<file path="src/rtl/acq_trigger_sequencer_if.sv">
// acq_trigger_sequencer_if: sample stream in, acquisition FIFO write port out.
// master = sequencer side, slave = sample source / FIFO side.
interface acq_trigger_sequencer_if #(
  parameter int DW = 10,
  parameter int CW = 11
);
  logic [DW-1:0] sample;
  logic          sample_valid;
  logic [CW-1:0] fifo_wrused;
  logic          fifo_wr;
  logic [DW-1:0] fifo_din;
  logic          fifo_drop;

  modport master (
    input  sample, sample_valid, fifo_wrused,
    output fifo_wr, fifo_din, fifo_drop
  );

  modport slave (
    output sample, sample_valid, fifo_wrused,
    input  fifo_wr, fifo_din, fifo_drop
  );
endinterface

</file>
<file path="src/rtl/acq_trigger_sequencer.sv">
// acq_trigger_sequencer: armed, threshold-triggered capture into the acquisition
// FIFO with a configurable pre-trigger history kept by write-and-drop while ARMED.
// Optional ARMED-timeout auto-trigger (adds the auto_trig output): ACQ_AUTOTRIG_EN.
module acq_trigger_sequencer #(
  parameter int DW        = 10,
  parameter int CW        = 11,
  parameter int FIFO_HIGH = 1020
`ifdef ACQ_AUTOTRIG_EN
  , parameter int AUTO_TIMEOUT = 1000000
`endif
) (
  input  logic          clklvds,
  input  logic          rstn,
  input  logic          arm,
  input  logic          abort,
  input  logic          force_trig,
  input  logic          trig_rising,
  input  logic [DW-1:0] threshold,
  input  logic [CW-1:0] pretrig_len,
  input  logic [CW-1:0] total_len,
  acq_trigger_sequencer_if.master bus,
  output logic          busy,
  output logic          done,
  output logic          overflow,
  output logic [CW-1:0] trig_index,
  output logic [2:0]    state_o
`ifdef ACQ_AUTOTRIG_EN
  , output logic        auto_trig
`endif
);

  typedef enum logic [2:0] {
    IDLE    = 3'd0,
    PRETRIG = 3'd1,
    ARMED   = 3'd2,
    POST    = 3'd3,
    DONE    = 3'd4
  } state_t;

  state_t        state_reg, state_next;
  logic [CW-1:0] pre_reg, pre_next;
  logic [CW-1:0] post_reg, post_next;
  logic [CW-1:0] occ_reg, occ_next;
  logic [CW-1:0] rem_reg, rem_next;
  logic [CW-1:0] tidx_reg, tidx_next;
  logic [DW-1:0] din_reg, din_next;
  logic [DW-1:0] prev_reg;
  logic          wr_reg, wr_next;
  logic          drop_reg, drop_next;
  logic          done_reg, done_next;
  logic          ovf_reg, ovf_next;
  logic          armed_seen_reg;  // previous cycle was ARMED: edge detection allowed

  logic [CW-1:0] cfg_pre;
  logic          room, busy_int, arm_ok, edge_hit, auto_fire, trig, take;

  assign cfg_pre  = (pretrig_len < total_len) ? pretrig_len : total_len;
  assign room     = bus.fifo_wrused < CW'(FIFO_HIGH);
  assign take     = bus.sample_valid & room;
  assign busy_int = (state_reg == PRETRIG) || (state_reg == ARMED) || (state_reg == POST);
  assign arm_ok   = arm & ~abort & ~busy_int & (total_len != '0);
  assign edge_hit = bus.sample_valid & armed_seen_reg &
                    (trig_rising ? ((prev_reg < threshold) && (bus.sample >= threshold))
                                 : ((prev_reg > threshold) && (bus.sample <= threshold)));
  assign trig     = (state_reg == ARMED) & ~abort & (edge_hit | force_trig | auto_fire);

`ifdef ACQ_AUTOTRIG_EN
  localparam int ACW = $clog2(AUTO_TIMEOUT + 1);
  logic [ACW-1:0] acnt_reg;
  logic           auto_reg;

  assign auto_fire = (state_reg == ARMED) && (acnt_reg == ACW'(AUTO_TIMEOUT - 1));
  assign auto_trig = auto_reg;

  // count ARMED cycles; flag (sticky until next arm) when the timeout fired the trigger
  always_ff @(posedge clklvds or negedge rstn) begin
    if (!rstn) begin
      acnt_reg <= '0;
      auto_reg <= 1'b0;
    end else begin
      acnt_reg <= (state_reg == ARMED) ? acnt_reg + ACW'(1) : '0;
      if (arm_ok)
        auto_reg <= 1'b0;
      else if (trig && auto_fire)
        auto_reg <= 1'b1;
    end
  end
`else
  assign auto_fire = 1'b0;
`endif

  // next-state, counters and write/drop decisions for the coming cycle
  always_comb begin
    state_next = state_reg;
    pre_next   = pre_reg;
    post_next  = post_reg;
    occ_next   = occ_reg;
    rem_next   = rem_reg;
    tidx_next  = tidx_reg;
    din_next   = din_reg;
    wr_next    = 1'b0;
    drop_next  = 1'b0;
    done_next  = done_reg;
    ovf_next   = ovf_reg;
    if (abort) begin
      state_next = IDLE;
      done_next  = 1'b0;
    end else begin
      case (state_reg)
        IDLE, DONE: begin
          if (arm_ok) begin
            pre_next   = cfg_pre;
            post_next  = total_len - cfg_pre;
            occ_next   = '0;
            done_next  = 1'b0;
            ovf_next   = 1'b0;
            state_next = (cfg_pre == '0) ? ARMED : PRETRIG;
          end
        end
        PRETRIG: begin
          if (bus.sample_valid) begin
            if (room) begin
              wr_next  = 1'b1;
              occ_next = occ_reg + CW'(1);
              if (occ_reg + CW'(1) == pre_reg)
                state_next = ARMED;
            end else begin
              ovf_next = 1'b1;
            end
          end
        end
        ARMED: begin
          // with no history to keep, only the triggering sample is ever written
          if (bus.sample_valid && !room && (trig || pre_reg != '0))
            ovf_next = 1'b1;
          if (trig) begin
            tidx_next = occ_reg;
            wr_next   = take;
            if (post_reg == '0) begin
              // nothing after the trigger: the trigger sample just rolls the history
              drop_next  = take;
              state_next = DONE;
              done_next  = 1'b1;
            end else begin
              rem_next = post_reg - CW'(take);
              if (post_reg == CW'(1) && take) begin
                state_next = DONE;
                done_next  = 1'b1;
              end else begin
                state_next = POST;
              end
            end
          end else if (pre_reg != '0) begin
            wr_next   = take;
            drop_next = take;
          end
        end
        POST: begin
          if (bus.sample_valid) begin
            if (room) begin
              wr_next  = 1'b1;
              rem_next = rem_reg - CW'(1);
              if (rem_reg == CW'(1)) begin
                state_next = DONE;
                done_next  = 1'b1;
              end
            end else begin
              ovf_next = 1'b1;
            end
          end
        end
        default: state_next = IDLE;
      endcase
    end
    if (wr_next)
      din_next = bus.sample;
  end

  // state and datapath registers
  always_ff @(posedge clklvds or negedge rstn) begin
    if (!rstn) begin
      state_reg      <= IDLE;
      pre_reg        <= '0;
      post_reg       <= '0;
      occ_reg        <= '0;
      rem_reg        <= '0;
      tidx_reg       <= '0;
      din_reg        <= '0;
      prev_reg       <= '0;
      wr_reg         <= 1'b0;
      drop_reg       <= 1'b0;
      done_reg       <= 1'b0;
      ovf_reg        <= 1'b0;
      armed_seen_reg <= 1'b0;
    end else begin
      state_reg      <= state_next;
      pre_reg        <= pre_next;
      post_reg       <= post_next;
      occ_reg        <= occ_next;
      rem_reg        <= rem_next;
      tidx_reg       <= tidx_next;
      din_reg        <= din_next;
      wr_reg         <= wr_next;
      drop_reg       <= drop_next;
      done_reg       <= done_next;
      ovf_reg        <= ovf_next;
      armed_seen_reg <= (state_reg == ARMED);
      if (bus.sample_valid)
        prev_reg <= bus.sample;
    end
  end

  assign bus.fifo_wr   = wr_reg;
  assign bus.fifo_din  = din_reg;
  assign bus.fifo_drop = drop_reg;
  assign busy          = busy_int;
  assign done          = done_reg;
  assign overflow      = ovf_reg;
  assign trig_index    = tidx_reg;
  assign state_o       = state_reg;

endmodule

</file>
<file path="src/flat_wrapper.sv">
// flat-port wrapper written by rule: the top's interface ports become plain ports
module acq_trigger_sequencer_flat 
#(
  parameter int DW        = 10,
  parameter int CW        = 11,
  parameter int FIFO_HIGH = 1020

)
  (clklvds, rstn, arm, abort, force_trig, trig_rising, threshold, pretrig_len, total_len, busy, done, overflow, trig_index, state_o, bus_sample, bus_sample_valid, bus_fifo_wrused, bus_fifo_wr, bus_fifo_din, bus_fifo_drop);
  acq_trigger_sequencer_if #(.DW(DW), .CW(CW)) bus_i ();
  input  logic clklvds;
  input  logic rstn;
  input  logic arm;
  input  logic abort;
  input  logic force_trig;
  input  logic trig_rising;
  input  logic [DW-1:0] threshold;
  input  logic [CW-1:0] pretrig_len;
  input  logic [CW-1:0] total_len;
  output logic busy;
  output logic done;
  output logic overflow;
  output logic [CW-1:0] trig_index;
  output logic [2:0] state_o;
  input wire logic [$bits(bus_i.sample)-1:0] bus_sample;
  input wire logic [$bits(bus_i.sample_valid)-1:0] bus_sample_valid;
  input wire logic [$bits(bus_i.fifo_wrused)-1:0] bus_fifo_wrused;
  output wire logic [$bits(bus_i.fifo_wr)-1:0] bus_fifo_wr;
  output wire logic [$bits(bus_i.fifo_din)-1:0] bus_fifo_din;
  output wire logic [$bits(bus_i.fifo_drop)-1:0] bus_fifo_drop;
  assign bus_i.sample = bus_sample;
  assign bus_i.sample_valid = bus_sample_valid;
  assign bus_i.fifo_wrused = bus_fifo_wrused;
  assign bus_fifo_wr = bus_i.fifo_wr;
  assign bus_fifo_din = bus_i.fifo_din;
  assign bus_fifo_drop = bus_i.fifo_drop;
  acq_trigger_sequencer #(.DW(DW), .CW(CW), .FIFO_HIGH(FIFO_HIGH)) u_core (.clklvds(clklvds), .rstn(rstn), .arm(arm), .abort(abort), .force_trig(force_trig), .trig_rising(trig_rising), .threshold(threshold), .pretrig_len(pretrig_len), .total_len(total_len), .bus(bus_i), .busy(busy), .done(done), .overflow(overflow), .trig_index(trig_index), .state_o(state_o));
endmodule
</file>
<file path="config.mk">
export PLATFORM = sky130hd
export DESIGN_NAME = acq_trigger_sequencer_flat
export DESIGN_NICKNAME = d
export VERILOG_FILES = /design/src/rtl/acq_trigger_sequencer_if.sv /design/src/rtl/acq_trigger_sequencer.sv /design/src/flat_wrapper.sv
export SDC_FILE = /design/constraint.sdc
export NUM_CORES = 1
export LEC_CHECK = 0
export BUFFER_PORTS_ARGS = -buffer_cell sky130_fd_sc_hd__buf_2
export CAP_MARGIN = 20
export CORE_ASPECT_RATIO = 1.4
export CORE_MARGIN = 10
export CORE_UTILIZATION = 52
export CTS_CLUSTER_DIAMETER = 100
export DETAILED_ROUTE_END_ITERATION = 8
export GPL_TIMING_DRIVEN = 0
export HOLD_SLACK_MARGIN = 0.02
export MAX_ROUTING_LAYER = met4
export PLACE_DENSITY = 0.82
export SYNTH_ARGS = -nofsm -noshare
export SYNTH_HDL_FRONTEND = slang
export SYNTH_SLANG_ARGS = --single-unit
</file>
<file path="constraint.sdc">
create_clock -name clklvds -period 2.9 [get_ports clklvds]
set_input_delay 0.58 -clock clklvds [delete_from_list [all_inputs] [get_ports clklvds]]
set_output_delay 0.58 -clock clklvds [all_outputs]
set_load 0.01 [all_outputs]
</file>
; Word-level counts from Yosys, hierarchy flattened
; Cells that the tools add are included.
; Widths: inputs -> output; s select.
[op_classes]
addsub = 4
magnitude_cmp = 6
eq_ne = 26
mux = 47
bitwise = 11
n_reduce_logical = 27
[op_table]
columns = operator, count
row1 = $mux 11, 8
row2 = $pmux 11 s2, 2
row3 = $mux 3, 11
row4 = $eq 11x1->1 const B, 2
row5 = $logic_not 11->1, 2
row6 = $reduce_bool 11->1, 2
row7 = $mux 1, 21
row8 = $ne 2x1->1 const B, 6
row9 = $ne 3x2->1 const B, 4
row10 = $ne 3x3->1 const B, 4
row11 = $pmux 3 s4, 1
row12 = $reduce_and 6->1, 2
row13 = $add 11x1->11 const B, 1
row14 = $eq 11x11->1, 1
row15 = $lt 11x10->1 const B, 1
row16 = $lt 11x11->1, 1
row17 = $sub 11x1->11, 1
row18 = $sub 11x1->11 const B, 1
row19 = $sub 11x11->11, 1
row20 = $ge 10x10->1, 1
row21 = $gt 10x10->1, 1
row22 = $le 10x10->1, 1
row23 = $lt 10x10->1, 1
row24 = $and 1x1->1, 8
row25 = other kinds (22), 37
[word_totals]
regBits = 83
in_bits = 60
out_inout_bits = 29
wordCells = 134

; Logic depth before layout (Yosys ltp)
; Gate-level depths: netlist of the first run.
[logic_depth]
depth_word = 10
mapped_depth = 17
depth_no_buf = 17

; Least setup slack after synthesis of the first run
; OpenSTA, ideal clock, no wires.
[synth_timing]
path_type = input to register
startpoint = input port total_len[1]
endpoint = register u_core.post_reg[10]
setup_time_ns = 0.083
arrival_ns = 3.737
t_required_ns = 2.817
path_slack_ns = -0.920
path_stages = 17
n_path_buf = 1
cell_sequence = inv_1 -> ha_1 -> nand2_1 -> o21ai_0 -> a41oi_1 -> o21ai_1 -> clkbuf_1 -> mux2i_1 -> ha_1 -> nor2b_1 -> o21ai_0 -> nand2b_1 -> a311o_1 -> o211ai_1 -> o21ai_0 -> xor2_1 -> o21ai_0
[synth_via]
elab_chain_len = 3
elab_cells_between_ends = 6
classes_between = add/sub: 1 / order compare: 1 / mux: 1 / bitwise: 1 / reduce/logical: 2
[synth_rtl]
columns = element, line
row1 = from (decl), flat_wrapper.sv:19  ; input logic [CW-1:0] total_len;
row2 = $lt 11x11->1 or $reduce_bool 11->1 (tied branches), "acq_trigger_sequencer.sv:57, acq_trigger_sequencer.sv:61"
row3 = $mux 11 or $and 1x1->1 (tied branches), "acq_trigger_sequencer.sv:57, acq_trigger_sequencer.sv:61"
row4 = $sub 11x11->11 or $reduce_and 3->1 (tied branches), n/a
row5 = to (signal assigned), acq_trigger_sequencer.sv:198  ; post_reg <= post_next;
row6 = to (decl), acq_trigger_sequencer.sv:42  ; logic [CW-1:0] post_reg, post_next;
; Several ways; a longest one is shown, not always the timed one.
; A chain may end at the register's enable or synchronous reset.

; Worst setup path in the final report of the first run
[layout_timing]
startpoint = input port total_len[8]
endpoint = register u_core.post_reg[6]
; The elaborated chain is that of the path after synthesis.

==> results of run 1 <==
## layout by cell type (no fill, tap or decap), types with 8 or more instances in the layout
| cell | count |
|---|---|
| sky130_fd_sc_hd__nand2_1 | 52 |
| sky130_fd_sc_hd__a31oi_1 | 12 |
| sky130_fd_sc_hd__nand3_1 | 10 |
| sky130_fd_sc_hd__ha_1 | 22 |
| sky130_fd_sc_hd__ha_4 | 22 |
| sky130_fd_sc_hd__buf_2 | 74 |
| sky130_fd_sc_hd__nand2b_1 | 10 |
| sky130_fd_sc_hd__xor2_1 | 13 |
| sky130_fd_sc_hd__xnor2_1 | 17 |
| sky130_fd_sc_hd__nor4_1 | 9 |
| sky130_fd_sc_hd__mux2i_1 | 9 |
| sky130_fd_sc_hd__o21ai_0 | 39 |
| sky130_fd_sc_hd__buf_4 | 39 |
| sky130_fd_sc_hd__mux2_2 | 29 |
| sky130_fd_sc_hd__clkbuf_1 | 15 |
| sky130_fd_sc_hd__nor3_1 | 18 |
| sky130_fd_sc_hd__dfrtp_1 | 80 |
| sky130_fd_sc_hd__a21oi_1 | 20 |
| sky130_fd_sc_hd__nor2b_1 | 8 |
| sky130_fd_sc_hd__buf_6 | 11 |
| sky130_fd_sc_hd__inv_2 | 13 |
| sky130_fd_sc_hd__clkbuf_16 | 9 |
| sky130_fd_sc_hd__nor2_1 | 46 |
| sky130_fd_sc_hd__inv_1 | 19 |
## worst max-delay path: stages
cell and delay [ps]:
sky130_fd_sc_hd__buf_4 110, sky130_fd_sc_hd__inv_2 50, sky130_fd_sc_hd__ha_4 260, sky130_fd_sc_hd__nand2_2 60, sky130_fd_sc_hd__nor2_4 140, sky130_fd_sc_hd__nand2_2 100
sky130_fd_sc_hd__o21ai_4 210, sky130_fd_sc_hd__buf_4 160, sky130_fd_sc_hd__buf_6 120, sky130_fd_sc_hd__mux2i_4 280, sky130_fd_sc_hd__ha_4 250, sky130_fd_sc_hd__nor2b_4 140
sky130_fd_sc_hd__o21ai_2 180, sky130_fd_sc_hd__nand2b_1 120, sky130_fd_sc_hd__buf_4 150, sky130_fd_sc_hd__buf_4 120, sky130_fd_sc_hd__buf_6 110, sky130_fd_sc_hd__a311oi_2 250
sky130_fd_sc_hd__xor2_1 200, sky130_fd_sc_hd__o21ai_1 90
## layer usage
| layer | global-route usage | up-vias | wire, µm |
|---|---|---|---|
| li1 | - | 2493 | - |
| met1 | 0.215 | 2593 | 6370 |
| met2 | 0.393 | 227 | 9400 |
| met3 | 0.0365 | 53 | 929 |
| met4 | 0.0874 | 0 | 614 |
| met5 | - | - | 0 |
## cell families after synthesis
logic type               share of synthesized area
XOR/XNOR                                    0.0468
buffers and inverters                       0.0408
adder cells (fa/ha/maj)                      0.104
multiplexers                                0.0834
flip-flops                                   0.370
AO/OA/AOI/OAI                                0.165
AND/OR/NAND/NOR                              0.190
## through the flow
| stage | worst slack, ps | TNS (ps) | utilization |
|---|---|---|---|
| floorplan | -352 | -1130 | - |
| global placement | -861 | -14460 | 0.609 |
| detailed placement | -951 | -16840 | 0.611 |
| CTS | -307 | -1010 | 0.678 |
| global route | -687 | -3970 | 0.718 |
| finish | -585 | -2680 | 0.718 |
## cell type report
| type | instances | area share |
|---|---|---|
| timing repair buffer | 126 | 0.114 |
| buffer | 23 | 0.0147 |
| clock inverter | 4 | 0.00650 |
| tap | 138 | 0.0230 |
| inverter | 35 | 0.0212 |
| clock buffer | 12 | 0.0341 |
| sequential | 83 | 0.277 |
| multi-input combinational | 468 | 0.510 |
## worst max-delay path by stage
| stage | from | to | slack (ps) | cells past startpoint |
|---|---|---|---|---|
| CTS | total_len[2] | u_core.post_reg[10] | -310 | 18 |
| floorplan | total_len[2] | u_core.post_reg[10] | -350 | 17 |
| detailed placement | total_len[2] | u_core.post_reg[9] | -950 | 17 |
| global route | total_len[8] | u_core.post_reg[10] | -690 | 20 |
| global placement | total_len[1] | u_core.post_reg[9] | -860 | 17 |
| finish | total_len[8] | u_core.post_reg[6] | -590 | 20 |
## power by group through the flow
stage / Clock, mW / Sequential, mW / Combinational (mW)
3_3_place_gp: 0 / 1.93 / 1.84
6_report: 1.17 / 1.95 / 2.29
5_1_grt: 1.22 / 2.00 / 2.52
3_5_place_dp: 0 / 1.96 / 1.92
2_1_floorplan: 0 / 1.92 / 1.31
4_1_cts: 1.17 / 1.93 / 2.09
## what timing repair did
item,in CTS,in global routing
buffers inserted,25,16
gates cloned,1,0
gates resized for setup,53,67
hold buffers,0,0
pin swaps,25,39
setup endpoints to repair,33,37
==> run_results.csv, run 1 <==
group,metric,value,unit
outcome,status,"finished with violations",
outcome,violations,"negative setup slack",
logic_synthesis,post_synth_num_cell_types,67,
sta,worst-slew-pin-transition,598,ps
final_layout,fillers,724,
final_layout,regArea,2080,µm²
critical_path,worst_r2r_path_depth,10,
global_routing,grt_overflow,0,
min_path,timing.hold.worst.class,"input port to async pin",
drt,drc,0,
drt,drt.antenna.violating_nets,0,
sta,final-max-slew-violation-count,0,
sta,slew_headroom,0.598,
final_layout,fin_area,7510,µm²
final_layout,syn_to_final_growth,33.9,%
cts,clock_tree.buffer_depth,2,
cts,cts_tree,"done",
logic_synthesis,top_cell_type_s_share_of_synthesized_area,0.370,
drt,detail_route.wl_per_cell,19.5,µm
critical_path,worstPathRequired,3110,ps
logic_synthesis,synth_warnings,0,
cts,htreeDepth,3,
placement,dpl.hpwl,11600,µm
logic_synthesis,leading_cell_types_by_count_after_synthesis,"sky130_fd_sc_hd__dfrtp_1, sky130_fd_sc_hd__nand2_1, sky130_fd_sc_hd__nor2_1, sky130_fd_sc_hd__o21ai_0, sky130_fd_sc_hd__ha_1",
cts,cts-buffers-inserted,9,
sta,finalClockSkew,5.34,ps
global_routing,grt_pass1_wl,26100,µm
power_and_ir_drop,p_int,3.34,mW
sta,post-route-period-util,1.20,
sta,setup_viol_count_final,8,
global_routing,first_global_vias,5493,
floorplanning,die_x,108,µm
logic_synthesis,post_synth_edffs,0,
logic_synthesis,synth.net_count,716,
floorplanning,coreArea,10500,µm²
sta,worst_hold_slack,168,ps
sta,period_minus_slack,3490,ps
placement,gpl.final_weighted_congestion,0.931,
cts,tritoncts_num_sinks,83,
logic_synthesis,synth_cells,610,
placement,portBuffers,86,
critical_path,setup.reg_to_reg.worst_slack,20,ps
cts,path_clk_slew,60,ps
drt,drt_iter0_drc,383,
drt,firstDrtPassIters,5,
critical_path,critical_path.endpoint_type,"flip-flop",
critical_path,crit_path_max_fanout,4,
sta,timing.final.ws_setup,-585,ps
logic_synthesis,synthesized_flop_and_latch_total,83,
power_and_ir_drop,switchingPower,2.07,mW
final_layout,fin_nets,852,
logic_synthesis,share_of_synthesized_flip_flops_with_an_asynchronous_set_or_reset,1.00,
logic_synthesis,post-synth-top-count-cell,"sky130_fd_sc_hd__dfrtp_1",
power_and_ir_drop,sequential_fraction_of_design_power,0.361,
logic_synthesis,synth-main-ff-cell,"sky130_fd_sc_hd__dfrtp_1",
drt,postRouteWirelength,17300,µm
critical_path,critPathArrivalTime,3690,ps
floorplanning,floorplan.initialDensity,0.536,
final_layout,multi_input_area,3830,µm²
drt,dr_total_vias,5366,
floorplanning,row_count,44,
critical_path,worstReg2RegStart,"u_core.prev_reg[5]",
floorplanning,dieArea,15400,µm²
sta,max_freq,0.287,GHz
cts,worstSkewPairLatency,330,ps
floorplanning,io-pin-count,89,
cts,clock_tree.root_cell,"sky130_fd_sc_hd__clkbuf_16",
critical_path,timing.setup.critical_path_class,"input port to flip-flop",
power_and_ir_drop,switch_share,0.383,
power_and_ir_drop,vdd_drop_max,399,µV
logic_synthesis,ys_top_cells_by_area,"sky130_fd_sc_hd__dfrtp_1, sky130_fd_sc_hd__ha_1, sky130_fd_sc_hd__mux2_2, sky130_fd_sc_hd__o21ai_0, sky130_fd_sc_hd__nand2_1",
power_and_ir_drop,fin_total_pwr,5.41,mW
run,max_cap_violation_count,0,
logic_synthesis,syn_area_per_cell,9.20,µm²
logic_synthesis,synthDominantAreaCellType,"sky130_fd_sc_hd__dfrtp_1",
placement,dpl-instance-area,6400,µm²
global_routing,number_of_antenna_violations_at_the_first_check_in_global_routing,0,
floorplanning,die_h,143,µm
power_and_ir_drop,powerDensity,720,nW/µm²
final_layout,antenna_fix_cells,0,
logic_synthesis,syn_area,5610,µm²
power_and_ir_drop,share_comb_of_total_power,0.423,
drt,viasPerCell,6.04,
critical_path,critPathLaunchType,"input port",
logic_synthesis,seq_area_frac_synth,0.370,
power_and_ir_drop,share_of_power_burned_in_the_clock_network,0.216,
critical_path,reg2reg_to,"u_core.bus.fifo_din[7]",
global_routing,grt_usage,0.213,
final_layout,drive_gt1_frac,0.356,
sta,timing_hold_violations_final,0,
final_layout,final-instance-count-excl-fill,889,
global_routing,pin_count_of_the_biggest_net_entering_global_routing,57,
placement,place.detailed.instances,835,
sta,rsz0062_at_grt,"yes",
power_and_ir_drop,cellLeakagePower,3.38,nW
Power figures use the tool's default switching activity.
==> run 2, diff against run 1 <==
--- a/config.mk
+++ b/config.mk
@@ -10,7 +10,7 @@
 export CORE_ASPECT_RATIO = 1.4
 export CORE_MARGIN = 10
 export CORE_UTILIZATION = 52
-export CTS_CLUSTER_DIAMETER = 100
+export CTS_CLUSTER_DIAMETER = 50
 export DETAILED_ROUTE_END_ITERATION = 8
 export GPL_TIMING_DRIVEN = 0
 export HOLD_SLACK_MARGIN = 0.02
==> constraint.sdc (replaced) <==
create_clock -name clklvds -period 2.9 [get_ports clklvds]
set_input_delay 0.435 -clock clklvds [delete_from_list [all_inputs] [get_ports clklvds]]
set_output_delay 0.435 -clock clklvds [all_outputs]
set_load 0.01 [all_outputs]
==> run 2 against run 1 <==
Compared with the run above: the run still ends with negative setup slack left; wire length decreased by 7.2%; clock skew increased by 3.2 ps; core utilization decreased by 2.2 points; final cell count decreased by 0.67%; combinational power decreased by 3%; sequential cell count unchanged.
==> run_results.csv, run 2 (synthesized netlist as in run 1, its figures left out) <==
group,metric,value,unit
drt,detail_route.wl_per_cell,18.2,µm
global_routing,grt_usage,0.209,
floorplanning,die_x,108,µm
floorplanning,dieArea,15400,µm²
power_and_ir_drop,cellLeakagePower,3.35,nW
final_layout,fin_nets,847,
final_layout,most-common-layout-cells,"sky130_fd_sc_hd__dfrtp_1, sky130_fd_sc_hd__buf_2, sky130_fd_sc_hd__nand2_1",
critical_path,critPathLaunchType,"input port",
cts,tritoncts_num_sinks,83,
power_and_ir_drop,powerDensity,741,nW/µm²
placement,worst_slack_placed,-806,ps
sta,setup_viol_count_final,4,
global_routing,grt_overflow,0,
floorplanning,floorplan.initialDensity,0.536,
critical_path,critical_path.endpoint_type,"flip-flop",
critical_path,crit_path_max_fanout,4,
sta,post-route-period-util,1.07,
cts,cts-buffers-inserted,9,
sta,finalClockSkew,8.58,ps
sta,period_minus_slack,3120,ps
drt,dr_total_vias,5241,
drt,drc,0,
sta,slew_headroom,0.606,
global_routing,pin_count_of_the_biggest_net_entering_global_routing,54,
global_routing,grt_pass1_wl,25400,µm
run,max_cap_violation_count,0,
outcome,status,"finished with violations",
cts,path_clk_slew,60,ps
drt,firstDrtPassIters,5,
sta,max_freq,0.321,GHz
final_layout,syn_to_final_growth,29.8,%
critical_path,timing.setup.critical_path_class,"input port to flip-flop",
critical_path,critical-path-top-delay-family,"compound AO/OA/AOI/OAI gates",
critical_path,timing.critical_path.slowest_cell_delay,370,ps
floorplanning,io-pin-count,89,
critical_path,worstPathRequired,3110,ps
placement,gpl.final_weighted_congestion,0.926,
sta,timing.final.ws_setup,-217,ps
global_routing,first_global_vias,5495,
final_layout,drive_gt1_frac,0.321,
sta,timing_hold_violations_final,0,
placement,dpl.hpwl,11700,µm
cts,htreeDepth,3,
cts,clock_tree.buffer_depth,2,
critical_path,path_cells,"buf_4 > inv_2 > ha_4 > a21oi_1 > o21ai_1 > a21oi_4 > o21ai_4 > mux2_4 > ha_4 > fa_2 > nor2b_2 > o21ai_2 > nand2b_1 > a311o_1 > o211ai_1 > o21ai_1 > xor2_1 > o21ai_1",
drt,postRouteWirelength,16100,µm
cts,clock_tree.root_cell,"sky130_fd_sc_hd__clkbuf_16",
cts,worstSkewPairLatency,340,ps
power_and_ir_drop,vdd_drop_max,319,µV
sta,rsz0062_at_grt,"yes",
floorplanning,die_h,143,µm
sta,worst-slew-pin-transition,589,ps
placement,portBuffers,86,
outcome,violations,"negative setup slack",
sta,tns,-597,ps
drt,viasPerCell,5.94,
final_layout,layout.cells.most_common,"sky130_fd_sc_hd__dfrtp_1",
drt,drt.antenna.violating_nets,0,
critical_path,worst-path-buf-inv,2,
power_and_ir_drop,fin_total_pwr,5.40,mW
floorplanning,row_count,44,
global_routing,number_of_antenna_violations_at_the_first_check_in_global_routing,0,
critical_path,crit_path_frequent_cell,"sky130_fd_sc_hd__o21ai_1",
sta,final-max-slew-violation-count,0,
cts,cts_hold_buffers,0,
min_path,timing.hold.worst.class,"input port to async pin",
critical_path,critPathArrivalTime,3330,ps
cts,cts_tree,"done",
floorplanning,coreArea,10500,µm²
drt,drt_iter0_drc,333,
sta,worst_hold_slack,25.1,ps
final_layout,antenna_fix_cells,0,
critical_path,crit_path_max_delay_cell_type,"sky130_fd_sc_hd__fa_2",
[run 2: cell types whose count changed in the layout (fill, tap and decap cells not counted), sizes merged]
| cell | before | now |
|---|---|---|
| buf | 129 | 123 |
| bufinv | 1 | 2 |
| clkinv | 3 | 2 |
[run 2: path summary, 6_finish.rpt]
| path | startpoint | to | slack [ps] | cells past startpoint |
|---|---|---|---|---|
| worst max-delay path | total_len[8] | u_core.post_reg[10] | -220 | 18 |
| worst min-delay path | rstn | u_core.trig_index[4] | 30 | 1 |
| worst max register to register | u_core.prev_reg[4] | u_core.state_o[2] | 70 | 10 |
| min in group clklvds | bus_sample[0] | u_core.prev_reg[0] | 330 | 3 |
| worst min register to register | u_core.bus.fifo_din[0] | u_core.bus.fifo_din[0] | 470 | 2 |
| max in group asynchronous | rstn | u_core.bus.fifo_din[3] | 2280 | 2 |
[run 2: per-stage QoR]
step           std cells  utilization  instance area (µm²)
5_1_grt              883        0.696                 7280
2_1_floorplan        610            -                 5760
3_3_place_gp         834        0.608                 6360
3_5_place_dp         835        0.611                 6390
6_report             883        0.696                 7280
4_1_cts              872        0.668                 6990
[run 2: area by class of cell]
| type | instances | area, µm² |
|---|---|---|
| multi-input combinational | 468 | 3660 |
| fill | 760 | 3180 |
| sequential | 83 | 2080 |
| timing repair buffer | 120 | 769 |
| clock buffer | 11 | 253 |
| tap | 138 | 173 |
| inverter | 35 | 159 |
| buffer | 24 | 116 |
| clock inverter | 4 | 73.8 |
[run 2: what timing repair did]
item | CTS | global route
pin swaps | 14 | 25
cloned | 0 | 0
resized for setup | 29 | 53
setup buffers | 22 | 11
hold endpoints to repair | 0 | 0
endpoints found under the setup margin | 26 | 36
[run 2: report_power, final]
part	switching (mW)	leakage [nW]	internal [mW]
clock network	0.439	0.162	0.795
logic	1.19	2.14	1.02
registers	0.393	1.05	1.56
total	2.03	3.35	3.37
[run 2: metal layers]
metal / vias up / wire, µm / track usage
li1: 2478 / - / -
met1: 2507 / 6080 / 0.211
met2: 215 / 8470 / 0.369
met3: 41 / 967 / 0.0383
met4: 0 / 537 / 0.116
met5: - / 0 / -
